==> src/rtl/dfs_pkg.sv <==
// Shared DFS definitions: level encodings, clock-gen FSM states and the
// level-to-divide-ratio mapping. The DFS controller reuses the encodings.
package dfs_pkg;

    localparam logic [1:0] SEL_LOW     = 2'b00;
    localparam logic [1:0] SEL_MED     = 2'b01;
    localparam logic [1:0] SEL_HIGH    = 2'b10;
    localparam logic [1:0] SEL_ILLEGAL = 2'b11;

    typedef enum logic [1:0] {
        IDLE          = 2'd0,
        WAIT_BOUNDARY = 2'd1,
        SETTLE        = 2'd2
    } dfs_state_e;

    // Divide ratio for a level; the illegal code falls back to LOW.
    function automatic int unsigned sel_to_div(input logic [1:0] sel,
                                               input int unsigned div_low,
                                               input int unsigned div_med,
                                               input int unsigned div_high);
        case (sel)
            SEL_MED:  return div_med;
            SEL_HIGH: return div_high;
            default:  return div_low;
        endcase
    endfunction

endpackage

==> src/rtl/dfs_clk_gen_if.sv <==
// DFS select / clock-enable bundle between the DFS controller (master) and
// the clock-enable generator (slave). With DFS_STATS_EN defined the bundle
// also carries the 16-bit applied-switch counter.
interface dfs_clk_gen_if;
    logic [1:0]  dfs_sel;
    logic        clk_en;
    logic [1:0]  cur_sel;
    logic        switching;
    logic        switch_done;
    logic        err_sel;
`ifdef DFS_STATS_EN
    logic [15:0] switch_count;
`endif

`ifdef DFS_STATS_EN
    modport master (output dfs_sel,
                    input  clk_en, cur_sel, switching, switch_done, err_sel, switch_count);
    modport slave  (input  dfs_sel,
                    output clk_en, cur_sel, switching, switch_done, err_sel, switch_count);
`else
    modport master (output dfs_sel,
                    input  clk_en, cur_sel, switching, switch_done, err_sel);
    modport slave  (input  dfs_sel,
                    output clk_en, cur_sel, switching, switch_done, err_sel);
`endif
endinterface

==> src/rtl/dfs_div_counter.sv <==
// Divide counter: free-running cnt wrapping at div-1, clk_en decoded from
// registers, synchronous load of a new ratio that also restarts the period.
module dfs_div_counter #(
    parameter int CNT_W   = 8,
    parameter int DIV_RST = 4
) (
    input  logic           clk,
    input  logic           rst,
    input  logic           i_load,
    input  logic [CNT_W:0] i_div,
    output logic           o_clk_en
);
    localparam int DW = CNT_W + 1;

    logic [DW-1:0]    r_div;
    logic [CNT_W-1:0] r_cnt;
    logic             w_wrap;

    // Ratio may be 2^CNT_W, so the ratio register is one bit wider than cnt.
    assign w_wrap   = ({1'b0, r_cnt} == (r_div - DW'(1)));
    assign o_clk_en = w_wrap & ~rst;

    // Count within the period; a load restarts at cnt=0 with the new ratio.
    always_ff @(posedge clk or posedge rst) begin
        if (rst) begin
            r_div <= DW'(DIV_RST);
            r_cnt <= '0;
        end else if (i_load) begin
            r_div <= i_div;
            r_cnt <= '0;
        end else if (w_wrap) begin
            r_cnt <= '0;
        end else begin
            r_cnt <= r_cnt + CNT_W'(1);
        end
    end

endmodule

==> src/rtl/dfs_clk_gen.sv <==
// DFS clock-enable generator: applies a requested level only at a divide
// period boundary, then holds a settle window before accepting another.
// Optional macro DFS_STATS_EN adds a saturating applied-switch counter.
module dfs_clk_gen #(
    parameter int DIV_LOW    = 4,
    parameter int DIV_MED    = 2,
    parameter int DIV_HIGH   = 1,
    parameter int CNT_W      = 8,
    parameter int SETTLE_CYC = 16
) (
    input  logic         clk,
    input  logic         rst,
    dfs_clk_gen_if.slave bus
);
    import dfs_pkg::*;

    localparam int DW = CNT_W + 1;
    localparam int SW = (SETTLE_CYC > 1) ? $clog2(SETTLE_CYC) : 1;

    dfs_state_e  r_state, w_state_nxt;
    logic [1:0]  r_target, w_target_nxt;
    logic [1:0]  r_cur_sel;
    logic [SW-1:0] r_settle;
    logic        r_switch_done;
    logic        r_err_sel;
    logic        w_do_switch;
    logic        w_clk_en;
    logic        w_sel_legal;
    logic [DW-1:0] w_div_tgt;

    assign w_sel_legal = (bus.dfs_sel != SEL_ILLEGAL);
    assign w_div_tgt   = DW'(sel_to_div(r_target, DIV_LOW, DIV_MED, DIV_HIGH));

    dfs_div_counter #(
        .CNT_W   (CNT_W),
        .DIV_RST (DIV_LOW)
    ) u_div (
        .clk      (clk),
        .rst      (rst),
        .i_load   (w_do_switch),
        .i_div    (w_div_tgt),
        .o_clk_en (w_clk_en)
    );

    // Next state / target: a boundary in WAIT_BOUNDARY switches to the
    // already-registered target, taking priority over any same-cycle request.
    always_comb begin
        w_state_nxt  = r_state;
        w_target_nxt = r_target;
        w_do_switch  = 1'b0;
        case (r_state)
            IDLE: begin
                if (w_sel_legal && (bus.dfs_sel != r_cur_sel)) begin
                    w_target_nxt = bus.dfs_sel;
                    w_state_nxt  = WAIT_BOUNDARY;
                end
            end
            WAIT_BOUNDARY: begin
                if (w_clk_en) begin
                    w_do_switch = 1'b1;
                    w_state_nxt = SETTLE;
                end else if (w_sel_legal) begin
                    if (bus.dfs_sel == r_cur_sel) w_state_nxt  = IDLE;
                    else                          w_target_nxt = bus.dfs_sel;
                end
            end
            SETTLE: begin
                if (r_settle == SW'(SETTLE_CYC - 1)) w_state_nxt = IDLE;
            end
            default: w_state_nxt = IDLE;
        endcase
    end

    // FSM state and pending target registers.
    always_ff @(posedge clk or posedge rst) begin
        if (rst) begin
            r_state  <= IDLE;
            r_target <= SEL_LOW;
        end else begin
            r_state  <= w_state_nxt;
            r_target <= w_target_nxt;
        end
    end

    // Applied level, settle timer, switch pulse and illegal-select flag.
    always_ff @(posedge clk or posedge rst) begin
        if (rst) begin
            r_cur_sel     <= SEL_LOW;
            r_settle      <= '0;
            r_switch_done <= 1'b0;
            r_err_sel     <= 1'b0;
        end else begin
            r_switch_done <= w_do_switch;
            r_err_sel     <= (bus.dfs_sel == SEL_ILLEGAL);
            if (w_do_switch) begin
                r_cur_sel <= r_target;
                r_settle  <= '0;
            end else if (r_state == SETTLE) begin
                r_settle  <= r_settle + SW'(1);
            end
        end
    end

`ifdef DFS_STATS_EN
    logic [15:0] r_switch_count;

    // Count applied switches, saturating at all-ones.
    always_ff @(posedge clk or posedge rst) begin
        if (rst)                                     r_switch_count <= '0;
        else if (w_do_switch && (r_switch_count != 16'hFFFF)) r_switch_count <= r_switch_count + 16'd1;
    end

    assign bus.switch_count = r_switch_count;
`endif

    assign bus.clk_en      = w_clk_en;
    assign bus.cur_sel     = r_cur_sel;
    assign bus.switching   = (r_state == WAIT_BOUNDARY) || (r_state == SETTLE);
    assign bus.switch_done = r_switch_done;
    assign bus.err_sel     = r_err_sel;

endmodule

==> src/flat_wrapper.sv <==
// flat-port wrapper written by rule: the top's interface ports become plain ports
module dfs_clk_gen_flat import dfs_pkg::*;
#(
    parameter int DIV_LOW    = 4,
    parameter int DIV_MED    = 2,
    parameter int DIV_HIGH   = 1,
    parameter int CNT_W      = 8,
    parameter int SETTLE_CYC = 16
)
  (clk, rst, bus_dfs_sel, bus_clk_en, bus_cur_sel, bus_switching, bus_switch_done, bus_err_sel);
  dfs_clk_gen_if bus_i ();
  input  logic clk;
  input  logic rst;
  input wire logic [$bits(bus_i.dfs_sel)-1:0] bus_dfs_sel;
  output wire logic [$bits(bus_i.clk_en)-1:0] bus_clk_en;
  output wire logic [$bits(bus_i.cur_sel)-1:0] bus_cur_sel;
  output wire logic [$bits(bus_i.switching)-1:0] bus_switching;
  output wire logic [$bits(bus_i.switch_done)-1:0] bus_switch_done;
  output wire logic [$bits(bus_i.err_sel)-1:0] bus_err_sel;
  assign bus_i.dfs_sel = bus_dfs_sel;
  assign bus_clk_en = bus_i.clk_en;
  assign bus_cur_sel = bus_i.cur_sel;
  assign bus_switching = bus_i.switching;
  assign bus_switch_done = bus_i.switch_done;
  assign bus_err_sel = bus_i.err_sel;
  dfs_clk_gen #(.DIV_LOW(DIV_LOW), .DIV_MED(DIV_MED), .DIV_HIGH(DIV_HIGH), .CNT_W(CNT_W), .SETTLE_CYC(SETTLE_CYC)) u_core (.clk(clk), .rst(rst), .bus(bus_i));
endmodule
==> config.mk <==
export PLATFORM = sky130hd
export DESIGN_NAME = dfs_clk_gen_flat
export DESIGN_NICKNAME = d
export VERILOG_FILES = /design/src/rtl/dfs_pkg.sv /design/src/rtl/dfs_clk_gen_if.sv /design/src/rtl/dfs_div_counter.sv /design/src/rtl/dfs_clk_gen.sv /design/src/flat_wrapper.sv
export SDC_FILE = /design/constraint.sdc
export NUM_CORES = 1
export LEC_CHECK = 0
export CORE_ASPECT_RATIO = 1.2
export CORE_MARGIN = 2
export CORE_UTILIZATION = 45
export DETAILED_ROUTE_END_ITERATION = 8
export SYNTH_ARGS = -nofsm -noshare
export SYNTH_HDL_FRONTEND = slang
export SYNTH_SLANG_ARGS = --single-unit
==> constraint.sdc <==
create_clock -name clk -period 3 [get_ports clk]
set_clock_uncertainty 0.2 [all_clocks]
set_input_delay 0.6 -clock clk [delete_from_list [all_inputs] [get_ports clk]]
set_output_delay 0.6 -clock clk [all_outputs]
set_load 0.03 [all_outputs]
[After elaboration in Yosys (flattened, before gate mapping)]
Cells that the tools add are included.
Operators by class
  add/subtract/negate cells: 3
  eq/ne operators: 17
  multiplexer cells: 18
  bitwise gates (word level): 2
  reduce and logical (&&, ||, !) cells: 7
Operator list (number)
  2-bit 2-to-1 mux: 9
  8-bit 2-to-1 mux: 2
  8-bit by 9-bit == test with 1-bit output: 1
  9-bit by 1-bit subtractor with 9-bit output, second input constant: 1
  8-bit by 1-bit adder with 8-bit output, second input constant: 1
  4-bit 2-to-1 mux: 2
  2-bit == test, second input constant: 3
  2-bit by 1-bit != test with 1-bit output, second input constant: 3
  2-bit != test, second input constant: 3
  3-bit by 2-bit != test with 1-bit output, second input constant: 2
  2-bit case mux with 3 select lines: 1
  3-bit case mux with 2 select lines: 1
  5-bit AND reduction: 1
  4-bit by 1-bit adder with 4-bit output, second input constant: 1
  2-bit by 1-bit == test with 1-bit output, second input constant: 2
  4-bit == test, second input constant: 1
  2-bit case mux with 2 select lines: 1
  4-bit AND reduction: 1
  2-bit nonzero test: 2
  2-bit == test: 1
  2-bit zero test: 1
  1-bit 2-to-1 mux: 2
  2-bit != test: 1
  1-bit bitwise AND: 1
  other kinds (3): 3
Storage, ports and cells
  register bits: 29
  input port bits: 4
  output and inout port bits: 6
  word-level logic and storage cells: 55

[Depth between registers and ports, before layout]
Gate-level depths: netlist of the first run.
  depth in word-level cells: 6
  depth in mapped cells: 9
  mapped depth without buffers: 8

[Hierarchy]
From an unflattened synthesis of the first run, not the netlist that was laid out.
Second synthesis, totals
  cells, all modules: 178
  area, all modules: 1747.9 um2
Modules (own cells, without submodules)
  dfs_div_counter: times used 1, cells an instance 97, area each 987.2 um2, sequential area each 426.7 um2
  dfs_clk_gen: times used 1, cells an instance 81, area each 760.7 um2, sequential area each 300.3 um2

[Worst setup path before layout of the first run]
OpenSTA, ideal clock, no wires.
  path type: register to output
  start point: reg u_core.u_div.r_div[0]
  end point: out bus_clk_en
  arrival time: 2.053 ns
  required time: 2.200 ns
  path slack: 0.147 ns
  stages on the path, launching flop included: 6
  buffers on the path: 0
  cells stage by stage: dfrtp_1 -> inv_1 -> ha_1 -> ha_1 -> or4_1 -> nor3_1
Between the ends
  word-level cells in the longest chain between the ends: 3
RTL lines
  start, declared: line dfs_div_counter.sv:15  | logic [DW-1:0] r_div;
  start signal, assigned: line dfs_div_counter.sv:26  | r_div <= DW'(DIV_RST);
  start signal, assigned: line dfs_div_counter.sv:29  | r_div <= i_div;
  9-bit by 1-bit subtractor with 9-bit output: line dfs_div_counter.sv:20  | assign w_wrap = ({1'b0, r_cnt} == (r_div - DW'(1)));
  8-bit by 9-bit == test with 1-bit output: line dfs_div_counter.sv:20
  1-bit bitwise AND: line dfs_div_counter.sv:21  | assign o_clk_en = w_wrap & ~rst;
  end, declared: line flat_wrapper.sv:15  | output wire logic [$bits(bus_i.clk_en)-1:0] bus_clk_en;
No other way between the ends.

[Worst setup path after layout of the first run]
Ends and elaborated chain as after synthesis.

==> summary.txt, run 1 <==
Critical path
  • Startpoint Class: flop
  • Worst r2r src: u_core.u_div.r_div[0]
  • CP Cell Sequence: inv_1 > ha_1 > ha_1 > or4_1 > nor3_2 > buf_4
  • CP Class: flop to primary output
  • Critical Path RT: 2.20 ns
  • Slowest CP cell: or4_1
  • Worst path max stage delay: between 0.5 and 0.6 ns
  • Endpoint arrival time on the critical path: between 2 and 2.5 ns
  • Reg2reg setup slack: ~0.51 ns
  • R2R depth: 8
  • Worst-path maximum fanout: 3
  • R2R Path End: u_core.r_target[1]
  • Worst Setup End Kind: primary output
  • CP most frequent cell: ha_1

Status
  • Status: complete, no violations

Timing
  • RSZ-0062 raised after global routing: no
  • Worst Slack Setup Final: approximately 0.10 ns
  • Min Tclk post-route: slightly below 3 ns
  • Fmax: 345 MHz
  • Setup TNS: 0 ns
  • Period Utilization, post-route: a little over nine tenths
  • Finish-stage setup viols: 0
  • Fin. max-slew vios: 0
  • Headroom to the max-slew limit: between 70% and 80%
  • Hold Fails Final Rpt: 0
  • Slew @ Worst Pin: approximately 0.39 ns

Routing
  • 1st-iter DRT viols: 14
  • DR DRC count: 0
  • Antenna Nets Post-Route: 0
  • Routed wire length: roughly 2100 microns
  • Wire per inst: roughly 13 microns
  • Via density per instance: between 5 and 6
  • Via Count: 845
  • Drt pass-1 iters: 4

Yosys
  • Total number of yosys warnings: 0
  • Synth Area in Compound Gates: just over 8%
  • Top post-synthesis cells by area: dfrtp_1, ha_1, xor2_1
  • Number of flops mapped to enable cells by yosys: 0
  • Synth Area in Simple Gates: between 10% and 20%
  • Top-count cell post-synth: dfrtp_1
  • List of most frequent post-synthesis cells: dfrtp_1, nor2_1, ha_1, xor2_1, inv_1
  • Syn Area/Cell: 10.7 sq um
  • Syn Nets: about 130
  • Sequential area share after synthesis: between 40% and 50%
  • Mapped Area: ~0.0012 sq mm
  • Mux cell area share after synthesis: 5.60%
  • Synth cell types: 35
  • Post-synth ARST share: 100%
  • #FFs+latches synth: 23
  • Ys flop type: dfrtp_1
  • Leading area contributor after synthesis: dfrtp_1
  • Synth Area in XOR/XNOR: under 10%
  • Post-Synth Adder-Cell Area: under 10%
  • Mapped Cells: 115
  • Largest family of logic cells by synthesized area: simple AND/OR/NAND/NOR gates
  • Share of the synthesized area in the top cell type: 44.8%

Layout
  • Area of the multi-input gates: between 600 and 700 sq um
  • FILL cells: 215
  • Nets: about 140
  • # diodes: 0
  • Sequential cell area: just under 600 sq um
  • Layout cell share with drive strength beyond 1: a little over an eighth
  • Area Growth Syn to Fin: 14.8%
  • Utilization after layout: 54.7%
  • Fin area: 0.00141 sq mm

Hold path
  • Worst hold start: u_core.u_div.r_cnt[0]
  • Hold depth: 1
  • Hold/Removal Path Class: flop to flop
  • Hold Path End: u_core.u_div.r_cnt[0]

Power
  • Max VDD drop: 0.000446 V
  • Internal: approximately 0.0008 W
  • LEAKAGE: approximately 0.65 nW
  • Clock share of power: just over 10%
  • Switching Share: between 40% and 50%
  • Net Switching: approximately 0.00058 W
  • Sequential Power Share: a little over two fifths
  • Combinational power share: about 47%
  • P per Cell Area: between 900 and 1000 mW/mm^2

Die
  • Num rows: 20
  • I/O pin cnt: 10
  • Die ar.: 0.00317 sq mm
  • Initial Util: 47.7%
  • Die Ht: slightly above 60 microns
  • Core area: ~0.0026 sq mm
  • Die width: around 52 microns

GRT
  • GRT overflow: 0
  • Initial antenna violation count: 0
  • Pin count of the biggest net entering global routing: 24
  • Total Routing Usage GR: 15.3%
  • Global-route wire length before repair: about 3600 microns
  • Vias in the first global route: around 820

Flow run
  • Max-cap violations: 0

CTS
  • Clock Latency Late Sink: approximately 0.30 ns
  • Clock sink total: 23
  • CTS root buffer: clkbuf_4
  • CTS tree: done
  • Clk buf depth: 2
  • # H-tree levels: 1
  • Cts bufs inserted: 3
  • Worst-path clk slew: between 0.1 and 0.15 ns

Placement
  • Pre-CTS setup slack: approximately 0.25 ns
  • Gpl congestion: around 0.72
  • IO buf count: 9
  • HPWL after DPL: about 1600 microns
  • Area after DPL: around 0.0014 sq mm
[layout by cell type, fill, tap and decap left out, types with 2 or more instances in the layout]
master | Yosys | final
a21oi_1 | 4 | 4
and3_1 | 3 | 3
buf_4 | 0 | 5
clkbuf_4 | 0 | 3
clkdlybuf4s50_1 | 0 | 8
dfrtp_1 | 22 | 22
ha_1 | 9 | 9
inv_1 | 8 | 8
mux2_1 | 2 | 2
mux2_2 | 2 | 2
nand2_1 | 6 | 6
nand3_1 | 5 | 5
nor2_1 | 11 | 11
nor2b_1 | 3 | 3
nor3_1 | 3 | 2
nor3_2 | 1 | 2
o21ai_0 | 3 | 3
o21bai_1 | 2 | 2
xnor2_1 | 4 | 4
xor2_1 | 9 | 9
[per-stage QoR]
stage | total power [W] | hold WS, ns | instances
final | 0.00138 | 0.326 | 163
after detailed placement | 0.00123 | 0.323 | 158
after CTS | 0.00139 | 0.341 | 162
after global routing | 0.00150 | 0.362 | 163
after floorplan | 0.00105 | 0.273 | 115
after global placement | 0.00121 | 0.313 | 158
[routing by layer]
metal | vias to the layer above | share of wire [%] | global-route usage (%) | wire length [microns]
li1 | 426 | - | - | -
met1 | 408 | 45 | 18.8 | 959
met2 | 9 | 52 | 26.9 | 1110
met3 | 2 | 1.8 | 2.91 | 39
met4 | 0 | 0.38 | 5.64 | 8
met5 | - | 0 | 0 | 0
[worst max path at each step]
stage	startpoint	to	slack (ns)	depth (start not counted)
2_1_floorplan	u_core.u_div.r_div[0]	bus_clk_en	0.15	5
3_3_place_gp	rst	bus_clk_en	0.30	4
3_5_place_dp	rst	bus_clk_en	0.25	4
4_1_cts	u_core.u_div.r_div[0]	bus_clk_en	0.06	6
5_1_grt	u_core.u_div.r_div[1]	bus_clk_en	0.007	6
6_report	u_core.u_div.r_div[0]	bus_clk_en	0.10	6
[flip-flops by register name, indices dropped and copies added, names as in the netlist]
name / cells
u_core.u_div.r_cnt: 8
u_core.bus.switch_done: 1
u_core.bus.err_sel: 1
u_core.r_state: 2
u_core.r_settle: 4
u_core.u_div.r_div: 3
u_core.bus.cur_sel: 2
u_core.r_target: 2
[layout make-up]
| cell class | instances | area share, % |
|---|---|---|
| well taps | 33 | 2.93 |
| inverters | 8 | 2.13 |
| flip-flops and latches | 23 | 40.9 |
| repair buffers | 13 | 8.34 |
| multi-input cells | 82 | 43.8 |
| clock buffers | 4 | 1.86 |
[critical path, delay by kind of cell (launching register included)]
family / cells / cell delay, ns
buffers and inverters: 2 / 0.26
adder cells (fa/ha/maj): 2 / 0.39
AND/OR/NAND/NOR: 2 / 0.74
flip-flops: 1 / 0.40
[power by group through the flow]
| stage | sequential (W) | combinational, W | clock [W] |
|---|---|---|---|
| 5_1_grt | 0.000605 | 0.000731 | 0.000163 |
| 2_1_floorplan | 0.000586 | 0.000467 | 0 |
| 6_report | 0.000583 | 0.000653 | 0.000142 |
| 4_1_cts | 0.000586 | 0.000650 | 0.000150 |
| 3_5_place_dp | 0.000594 | 0.000636 | 0 |
| 3_3_place_gp | 0.000586 | 0.000625 | 0 |
[kinds of logic (layout without fill, tap and decap cells)]
logic type	Yosys count	after routing
buffers and inverters	10	25
XOR/XNOR	13	13
adder cells (fa/ha/maj)	9	9
AO/OA/AOI/OAI	15	15
AND/OR/NAND/NOR	39	39
flip-flops	23	23
multiplexers	6	6
[timing repair]
item,4_1_cts,5_1_grt
buffers inserted,0,1
setup endpoints to repair,1,1
gates resized for setup,1,0
hold endpoints to repair,0,0
hold buffers,0,0
Note: power is estimated with default switching activity, not from simulation.
==> run 2, diff against run 1 <==
RECOVER_POWER = 25   (was unset)
TNS_END_PERCENT = 100   (was unset)
==> summary.txt, run 2 (synthesis gave the netlist of run 1 again) <==
Routing
  • Routed wire length: 2110 microns (-0.24%)
  • 1st-iter DRT viols: 12 (-2)
  • Drt pass-1 iters: 4 (unchanged)
  • Antenna Nets Post-Route: 0 (unchanged)
  • Wire per inst: 12.9 microns (-0.24%)
  • Via Count: 845 (unchanged)
  • Via density per instance: 5.18 (unchanged)
  • DR DRC count: 0 (unchanged)

Timing
  • Min Tclk post-route: 2.90 ns (+0.000472 ns)
  • Finish-stage setup viols: 0 (unchanged)
  • Fmax: 345 MHz (about the same)
  • Fin. max-slew vios: 0 (unchanged)
  • Period Utilization, post-route: 96.5% (about the same)
  • Slew @ Worst Pin: 1.23 ns (+0.838 ns)
  • RSZ-0062 raised after global routing: no
  • Headroom to the max-slew limit: 18.1% (-56 points)
  • Hold Fails Final Rpt: 0 (unchanged)
  • Setup TNS: 0 ns (unchanged)
  • Worst Slack Setup Final: 0.104 ns (-0.000472 ns)

Power
  • LEAKAGE: 0.643 nW (-0.52%)
  • Sequential Power Share: 42.4% (about the same)
  • Net Switching: 0.000577 W (about the same)
  • Clock share of power: 10.3% (about the same)
  • P per Cell Area: 979 mW/mm^2 (+0.17%)
  • Switching Share: 41.9% (about the same)
  • Internal: 0.000799 W (-0.12%)
  • Max VDD drop: 0.000472 V (+5.9%)
  • Combinational power share: 47.4% (about the same)

GRT
  • Vias in the first global route: 818 (unchanged)
  • Met3 Track Usage GR: 2.91% (unchanged)
  • GRT overflow: 0 (unchanged)
  • Initial antenna violation count: 0 (unchanged)
  • Busiest grt layer: met2
  • M1 GR Usage: 18.8% (unchanged)
  • Pin count of the biggest net entering global routing: 24 (unchanged)
  • Global-route wire length before repair: 3560 microns (unchanged)
  • Met2 Use GR: 26.9% (unchanged)
  • Total Routing Usage GR: 15.3% (unchanged)

Critical path
  • Worst Setup End Kind: primary output
  • CP Class: flop to primary output
  • CP Buf/Inv Count: 2 (unchanged)
  • Critical Path RT: 2.20 ns (about the same)
  • Slowest CP cell: or4_1
  • Worst-path maximum fanout: 3 (unchanged)
  • Critical path's top delay family: simple AND/OR/NAND/NOR gates
  • R2R depth: 8 (unchanged)
  • Startpoint Class: flop
  • Worst path depth: 6 (unchanged)
  • CP Cell Sequence: inv_1 > ha_1 > ha_1 > or4_1 > nor3_2 > buf_4
  • Worst path max stage delay: 0.57 ns (about the same)
  • Endpoint arrival time on the critical path: 2.10 ns (about the same)
  • CP most frequent cell: ha_1

Layout
  • Largest registers: u_core.u_div.r_cnt: 8 flops, u_core.r_settle: 4 flops, u_core.u_div.r_div: 3 flops
  • Layout cell share with drive strength beyond 1: 12.3% (-0.77 points)
  • Most frequent cells in the layout: dfrtp_1, nor2_1, xor2_1, ha_1, inv_1
  • Max reg flops: 8 (unchanged)
  • Commonest non-fill, non-tap cell in the layout: dfrtp_1
  • Sequential cell area: 577 sq um (unchanged)
  • Non-Filler Instances: 163 (unchanged)
  • Area Growth Syn to Fin: 14.5%
  • FILL cells: 217 (+0.93%)
  • # diodes: 0 (unchanged)
  • Area of the multi-input gates: 618 sq um (unchanged)
  • Nets: 144 (unchanged)
  • Top reg by flops: u_core.u_div.r_cnt

CTS
  • Clock Latency Late Sink: 0.30 ns (about the same)
  • CTS tree: done
  • # H-tree levels: 1 (unchanged)
  • CTS root buffer: clkbuf_4
  • Clock sink total: 23 (unchanged)
  • Clk buf depth: 2 (unchanged)
  • Worst-path clk slew: 0.12 ns (about the same)
  • Cts bufs inserted: 3 (unchanged)
  • Hold-fix buffers at CTS: 0 (unchanged)

Hold path
  • Hold depth: 1 (unchanged)
  • Hold/Removal Path Class: flop to flop

Die
  • Die width: 51.7 microns (unchanged)
  • I/O pin cnt: 10 (unchanged)
  • Core area: 0.00258 sq mm (unchanged)
  • Initial Util: 47.7% (unchanged)
  • Num rows: 20 (unchanged)
  • Die Ht: 61.2 microns (unchanged)
  • Die ar.: 0.00317 sq mm (unchanged)

Placement
  • Gpl congestion: 0.718 (unchanged)
  • IO buf count: 9 (unchanged)
  • HPWL after DPL: 1610 microns (unchanged)
  • Dpl cells: 158 (unchanged)
  • Pre-CTS setup slack: 0.252 ns (unchanged)

Status
  • Status: complete, no violations

Flow run
  • Max-cap violations: 0 (unchanged)
[run 2: changes by cell type in the layout (fill, tap and decap cells not counted), sizes merged]
cell,before,now
buf,5,4
clkbuf,4,5
clkdlybuf4s50,8,7
dlygate4sd3,0,1
[run 2: final cells by class]
type / instances / area share [%]
sequential: 23 / 41.0
inverter: 8 / 2.14
multi-input combinational: 82 / 44.0
tap: 33 / 2.94
clock buffer: 4 / 1.87
timing repair buffer: 13 / 8.10
[run 2: per-stage QoR]
step	area [sq um]	power, W	hold slack (ns)	util, %
6_report	1410	0.00138	0.326	54.6
5_1_grt	1410	0.00150	0.362	54.6
4_1_cts	1400	0.00139	0.341	54.4
3_5_place_dp	1370	0.00123	0.323	53.2
3_3_place_gp	1370	0.00121	0.313	53.2
2_1_floorplan	1230	0.00105	0.273	-
[run 2: final timing paths]
path | from | to | slack [ns]
min | u_core.u_div.r_cnt[0] | u_core.u_div.r_cnt[0] | 0.33
max | u_core.u_div.r_div[0] | bus_clk_en | 0.10
min in group asynchronous | rst | u_core.r_state[1] | 0.99
max reg2reg | u_core.u_div.r_div[0] | u_core.r_target[1] | 0.51
min reg2reg | u_core.u_div.r_cnt[0] | u_core.u_div.r_cnt[0] | 0.33
max in group asynchronous | rst | u_core.r_state[0] | 0.89
[run 2: repair_timing]
item                       CTS  global route
pin swaps                    0             0
gates resized for setup      1             0
setup endpoints to repair    1             1
setup buffers                0             1
[run 2: power by group through the flow]
| stage | combinational, W | sequential, W | clock, W |
|---|---|---|---|
| after global routing | 0.000730 | 0.000604 | 0.000163 |
| after floorplan | 0.000467 | 0.000586 | 0 |
| after detailed placement | 0.000636 | 0.000594 | 0 |
| final | 0.000652 | 0.000583 | 0.000141 |
| after CTS | 0.000650 | 0.000586 | 0.000150 |
| after global placement | 0.000625 | 0.000586 | 0 |
[run 2: per-layer routing]
layer	wire length, microns	up-vias
met5	0	-
met4	8	0
met3	37	2
met2	1110	7
met1	956	410
li1	-	426
==> run 3, diff against run 2 <==
CORE_UTILIZATION = 55   (was 45)
PLACE_DENSITY = 0.76   (was unset)
==> summary.txt, run 3 (synthesis gave the netlist of run 1 again) <==
Placement
  • Pre-CTS setup slack: 0.268 ns (+0.0161 ns)
  • Area after DPL: 0.00137 sq mm (-0.27%)
  • Gpl congestion: 0.725 (+1.0%)
  • Dpl cells: 155 (-1.9%)
  • IO buf count: 9 (unchanged)
  • HPWL after DPL: 1610 microns (-0.21%)

Die
  • Initial Util: 58.7% (+11 points)
  • I/O pin cnt: 10 (unchanged)
  • Num rows: 18 (-10%)
  • Die ar.: 0.00263 sq mm (-17%)
  • Core area: 0.00209 sq mm (-19%)
  • Die width: 47.1 microns (-8.8%)
  • Die Ht: 55.8 microns (-8.9%)

Timing
  • Headroom to the max-slew limit: 17.0% (-1.1 points)
  • Slew @ Worst Pin: 1.25 ns (+0.0161 ns)
  • Worst Slack Setup Final: 0.0978 ns (-0.00661 ns)
  • Fmax: 345 MHz (-0.23%)
  • Min Tclk post-route: 2.90 ns (+0.00661 ns)
  • Min Hold Slack: 0.337 ns (+0.0115 ns)
  • Period Utilization, post-route: 96.7% (+0.22 points)
  • Finish-stage setup viols: 0 (unchanged)
  • Hold Fails Final Rpt: 0 (unchanged)
  • Fin. max-slew vios: 0 (unchanged)

Layout
  • Layout cell share with drive strength beyond 1: 13.1% (+0.77 points)
  • Largest registers: u_core.u_div.r_cnt: 8 flops, u_core.r_settle: 4 flops, u_core.u_div.r_div: 3 flops
  • Non-Filler Instances: 160 (-1.8%)
  • Commonest non-fill, non-tap cell in the layout: dfrtp_1
  • Most frequent cells in the layout: dfrtp_1, nor2_1, xor2_1, ha_1, inv_1
  • Area Growth Syn to Fin: 14.6% (about the same)
  • # diodes: 0 (unchanged)
  • Max reg flops: 8 (unchanged)
  • Fin area: 0.00141 sq mm (about the same)
  • Top reg by flops: u_core.u_div.r_cnt
  • Nets: 144 (unchanged)

Routing
  • DR DRC count: 0 (unchanged)
  • 1st-iter DRT viols: 11 (-1)
  • Via density per instance: 5.44 (+5.0%)
  • Routed wire length: 2090 microns (-0.95%)
  • Drt pass-1 iters: 4 (unchanged)
  • Via Count: 871 (+3.1%)
  • Wire per inst: 13.1 microns (+0.91%)
  • Antenna Nets Post-Route: 0 (unchanged)

Hold path
  • Hold/Removal Path Class: flop to flop

Critical path
  • Critical Path RT: 2.20 ns (about the same)
  • Worst Setup End Kind: primary output
  • Startpoint Class: flop
  • CP Class: flop to primary output
  • Reg2reg setup slack: 0.47 ns (-0.04 ns)
  • Worst-path maximum fanout: 3 (unchanged)
  • Endpoint arrival time on the critical path: 2.10 ns (about the same)

GRT
  • Pin count of the biggest net entering global routing: 24 (unchanged)
  • GRT overflow: 0 (unchanged)
  • Total Routing Usage GR: 18.9% (+3.6 points)
  • Initial antenna violation count: 0 (unchanged)
  • Vias in the first global route: 858 (+4.9%)
  • Global-route wire length before repair: 3660 microns (+2.9%)

Power
  • P per Cell Area: 985 mW/mm^2 (+0.67%)
  • Net Switching: 0.000585 W (+1.3%)
  • Max VDD drop: 0.000617 V (+31%)
  • Clock share of power: 9.8% (-0.5 points)
  • LEAKAGE: 0.644 nW (+0.15%)
  • Sequential Power Share: 42.0% (-0.4 points)
  • Combinational power share: 48.2% (+0.8 points)
  • Switching Share: 42.1% (+0.21 points)
  • Total design power: 0.00139 W (+0.76%)
  • Internal: 0.000802 W (+0.40%)

Status
  • Status: complete, no violations

CTS
  • Worst-path clk slew: 0.12 ns (about the same)
  • CTS root buffer: clkbuf_4
  • Hold-fix buffers at CTS: 0 (unchanged)
  • Clock sink total: 23 (unchanged)
  • Cts bufs inserted: 3 (unchanged)
  • Clock Latency Late Sink: 0.30 ns (about the same)
  • Clk buf depth: 2 (unchanged)
  • # H-tree levels: 1 (unchanged)
  • CTS tree: done

Flow run
  • Max-cap violations: 0 (unchanged)
-- run 3: cell counts in the layout (fill, tap and decap cells not counted) --
No cell type changed its count.
-- run 3: critical path, stage by stage (launching register included) --
cell and delay [ns]:
dfrtp_1 0.39, inv_1 0.06, ha_1 0.19, ha_1 0.20, or4_1 0.58, nor3_2 0.18, buf_4 0.19
-- run 3: routing by layer --
metal / track usage, % / vias to the layer above / part of all wire, %
met3: 1.95 / 4 / 1.3
met5: 0 / - / 0
met4: 7.14 / 0 / 1.4
met1: 24.3 / 434 / 45
li1: - / 426 / -
met2: 31.5 / 7 / 52
-- run 3: power by group through the flow --
| stage | clock (W) | sequential [W] | combinational, W |
|---|---|---|---|
| 2_1_floorplan | 0 | 0.000586 | 0.000467 |
| 3_3_place_gp | 0 | 0.000581 | 0.000620 |
| 3_5_place_dp | 0 | 0.000593 | 0.000644 |
| 4_1_cts | 0.000143 | 0.000586 | 0.000654 |
| 5_1_grt | 0.000160 | 0.000611 | 0.000759 |
| 6_report | 0.000136 | 0.000582 | 0.000669 |
-- run 3: area by class of cell --
type,count,area (sq um)
Clock buffer,4,26.3
Fill cell,180,687
Inverter,8,30.0
Multi-Input combinational cell,82,623
Sequential cell,23,577
Tap cell,30,37.5
Timing Repair Buffer,13,114
-- run 3: repair_timing --
item,in CTS,in global routing
setup endpoints to repair,1,1
gates resized for setup,1,1
setup buffers,0,1
-- run 3: worst paths after layout --
| kind | from | endpoint | cells past startpoint |
|---|---|---|---|
| hold / removal | u_core.u_div.r_cnt[0] | u_core.u_div.r_cnt[0] | 1 |
| min in group asynchronous | rst | u_core.bus.switch_done | 3 |
| hold reg to reg | u_core.u_div.r_cnt[0] | u_core.u_div.r_cnt[0] | 1 |
| setup / recovery | u_core.u_div.r_div[0] | bus_clk_en | 6 |
| setup reg to reg | u_core.u_div.r_div[0] | u_core.r_target[1] | 7 |
| max in group asynchronous | rst | u_core.bus.cur_sel[1] | 3 |
-- run 3: stage by stage --
stage                     setup TNS, ns  util, %
after global placement                0     65.3
after floorplan                       0        -
after global routing           -0.00680     67.2
after detailed placement              0     65.3
after CTS                             0     66.8
final                                 0     67.2
==> variant, RTL diff (config.mk and constraints of run 3) <==
`SETTLE_CYC` is set to 16 in 2 places; all go to 8.
--- a/src/rtl/dfs_clk_gen.sv
+++ b/src/rtl/dfs_clk_gen.sv
@@ -6,7 +6,7 @@
     parameter int DIV_MED    = 2,
     parameter int DIV_HIGH   = 1,
     parameter int CNT_W      = 8,
-    parameter int SETTLE_CYC = 16
+    parameter int SETTLE_CYC = 8
 ) (
     input  logic         clk,
     input  logic         rst,
--- a/src/flat_wrapper.sv
+++ b/src/flat_wrapper.sv
@@ -5,7 +5,7 @@
     parameter int DIV_MED    = 2,
     parameter int DIV_HIGH   = 1,
     parameter int CNT_W      = 8,
-    parameter int SETTLE_CYC = 16
+    parameter int SETTLE_CYC = 8
 )
   (clk, rst, bus_dfs_sel, bus_clk_en, bus_cur_sel, bus_switching, bus_switch_done, bus_err_sel);
   dfs_clk_gen_if bus_i ();
Check against the original RTL: same outputs for any inputs over 10 cycles, from zero or initial values and one cycle with rst high; that may be too few to reach the edited logic, so the function may still have changed.
==> variant against run 3 <==
  * Critical path type unchanged
  * Area after synthesis is 3.5% lower
  * Highest routed layer unchanged
  * Routed wire length decreased by 1.1%
  * Via count decreased by 5.2%
  * Critical endpoint unchanged
  * Sequential cell count down 1
  * Total power up 1.2%
  * Setup slack worse by 0.047 ns
  * Worst hold slack worse by 0.014 ns
  * Final area rose by 1.6%
  * Largest cell class unchanged
==> variant: results <==
finish:
  buffers: 16
  n_sequential_cell: 22
  layout-drive-gt1-share_pct: 21.7
  clock_area_share_pct: 2.54
  seq_share_pct: 38.6
  multi_input_area_um2: 636
  fillers: 164
  bufAreaShareNonClock_pct: 9.71
  reg_top3: "u_core.u_div.r_cnt x8, u_core.r_settle x3, u_core.u_div.r_div x3"
power_and_ir_drop:
  seqPwrFrac_pct: 38.5
  leakagePower_nw: 0.642
  vdd_drop_max_mv: 0.675
status:
  status: "complete, no violations"
routing:
  vias: 826
  drt_iter0_markers: 9
logic_synthesis:
  ys_seq_area_share_pct: 46.5
  synthesis.nets: 124
  synth_cell_types: 31
  syn_inst: 110
global_route:
  grt_pass1_vias: 800
  grt_usage_pct: 18.8
  grt_max_degree: 23
place:
  pre_cts_ws_ns: 0.0263
  dpl.hpwl_um: 1510
critical_path:
  crit_fanout: 2
  crit_arrival_ns: 2.15
  crit_start: "u_core.u_div.r_div[1]"
timing:
  worst_pin_slew_ns: 1.19
[variant: through the flow]
stage                     utilization [%]  instance area [um2]  total power, mW  TNS (ns)
after floorplan                         -                 1190             1.00         0
after global placement               64.8                 1330             1.14         0
after detailed placement             64.8                 1330             1.17         0
after CTS                            69.2                 1420             1.41   -0.0411
after global routing                 69.8                 1430             1.53   -0.0220
final                                69.8                 1430             1.40         0
[variant: what timing repair did]
action | in CTS | in global routing
pin swaps | 4 | 2
endpoints found under the setup margin | 1 | 1
buffers inserted | 2 | 2
resized for setup | 11 | 0
[variant: final timing paths]
| path | depth (start not counted) | endpoint | slack (ns) |
|---|---|---|---|
| max | 7 | bus_clk_en | 0.05 |
| min | 1 | u_core.u_div.r_cnt[0] | 0.32 |
| max reg2reg | 8 | u_core.bus.cur_sel[1] | 0.44 |
| min reg2reg | 1 | u_core.u_div.r_cnt[0] | 0.32 |
| max in group asynchronous | 3 | u_core.u_div.r_cnt[5] | 1.24 |
| min in group asynchronous | 3 | u_core.r_state[1] | 0.65 |
[variant: kinds of logic after synthesis]
kind of cell | share of synthesized area [%]
adder cells (fa/ha/maj) | 10.5
XOR/XNOR | 8.12
AND/OR/NAND/NOR | 17.2
AO/OA/AOI/OAI | 8.33
multiplexers | 6.33
flip-flops | 46.5
buffers and inverters | 2.95
[variant: worst max-delay path, cell delays in order (launching register included)]
cell	delay [ns]
dfrtp_1	0.36
inv_1	0.08
ha_4	0.17
ha_4	0.15
or4_1	0.38
or4_4	0.45
nor2_4	0.11
buf_6	0.14
[variant: layer usage]
layer,global-route usage (%),routed length (um),part of all wire [%]
met2,32.4,1090,53
met4,7.14,22,1.1
met5,0,0,0
met3,2.31,44,2.1
met1,23.6,907,44
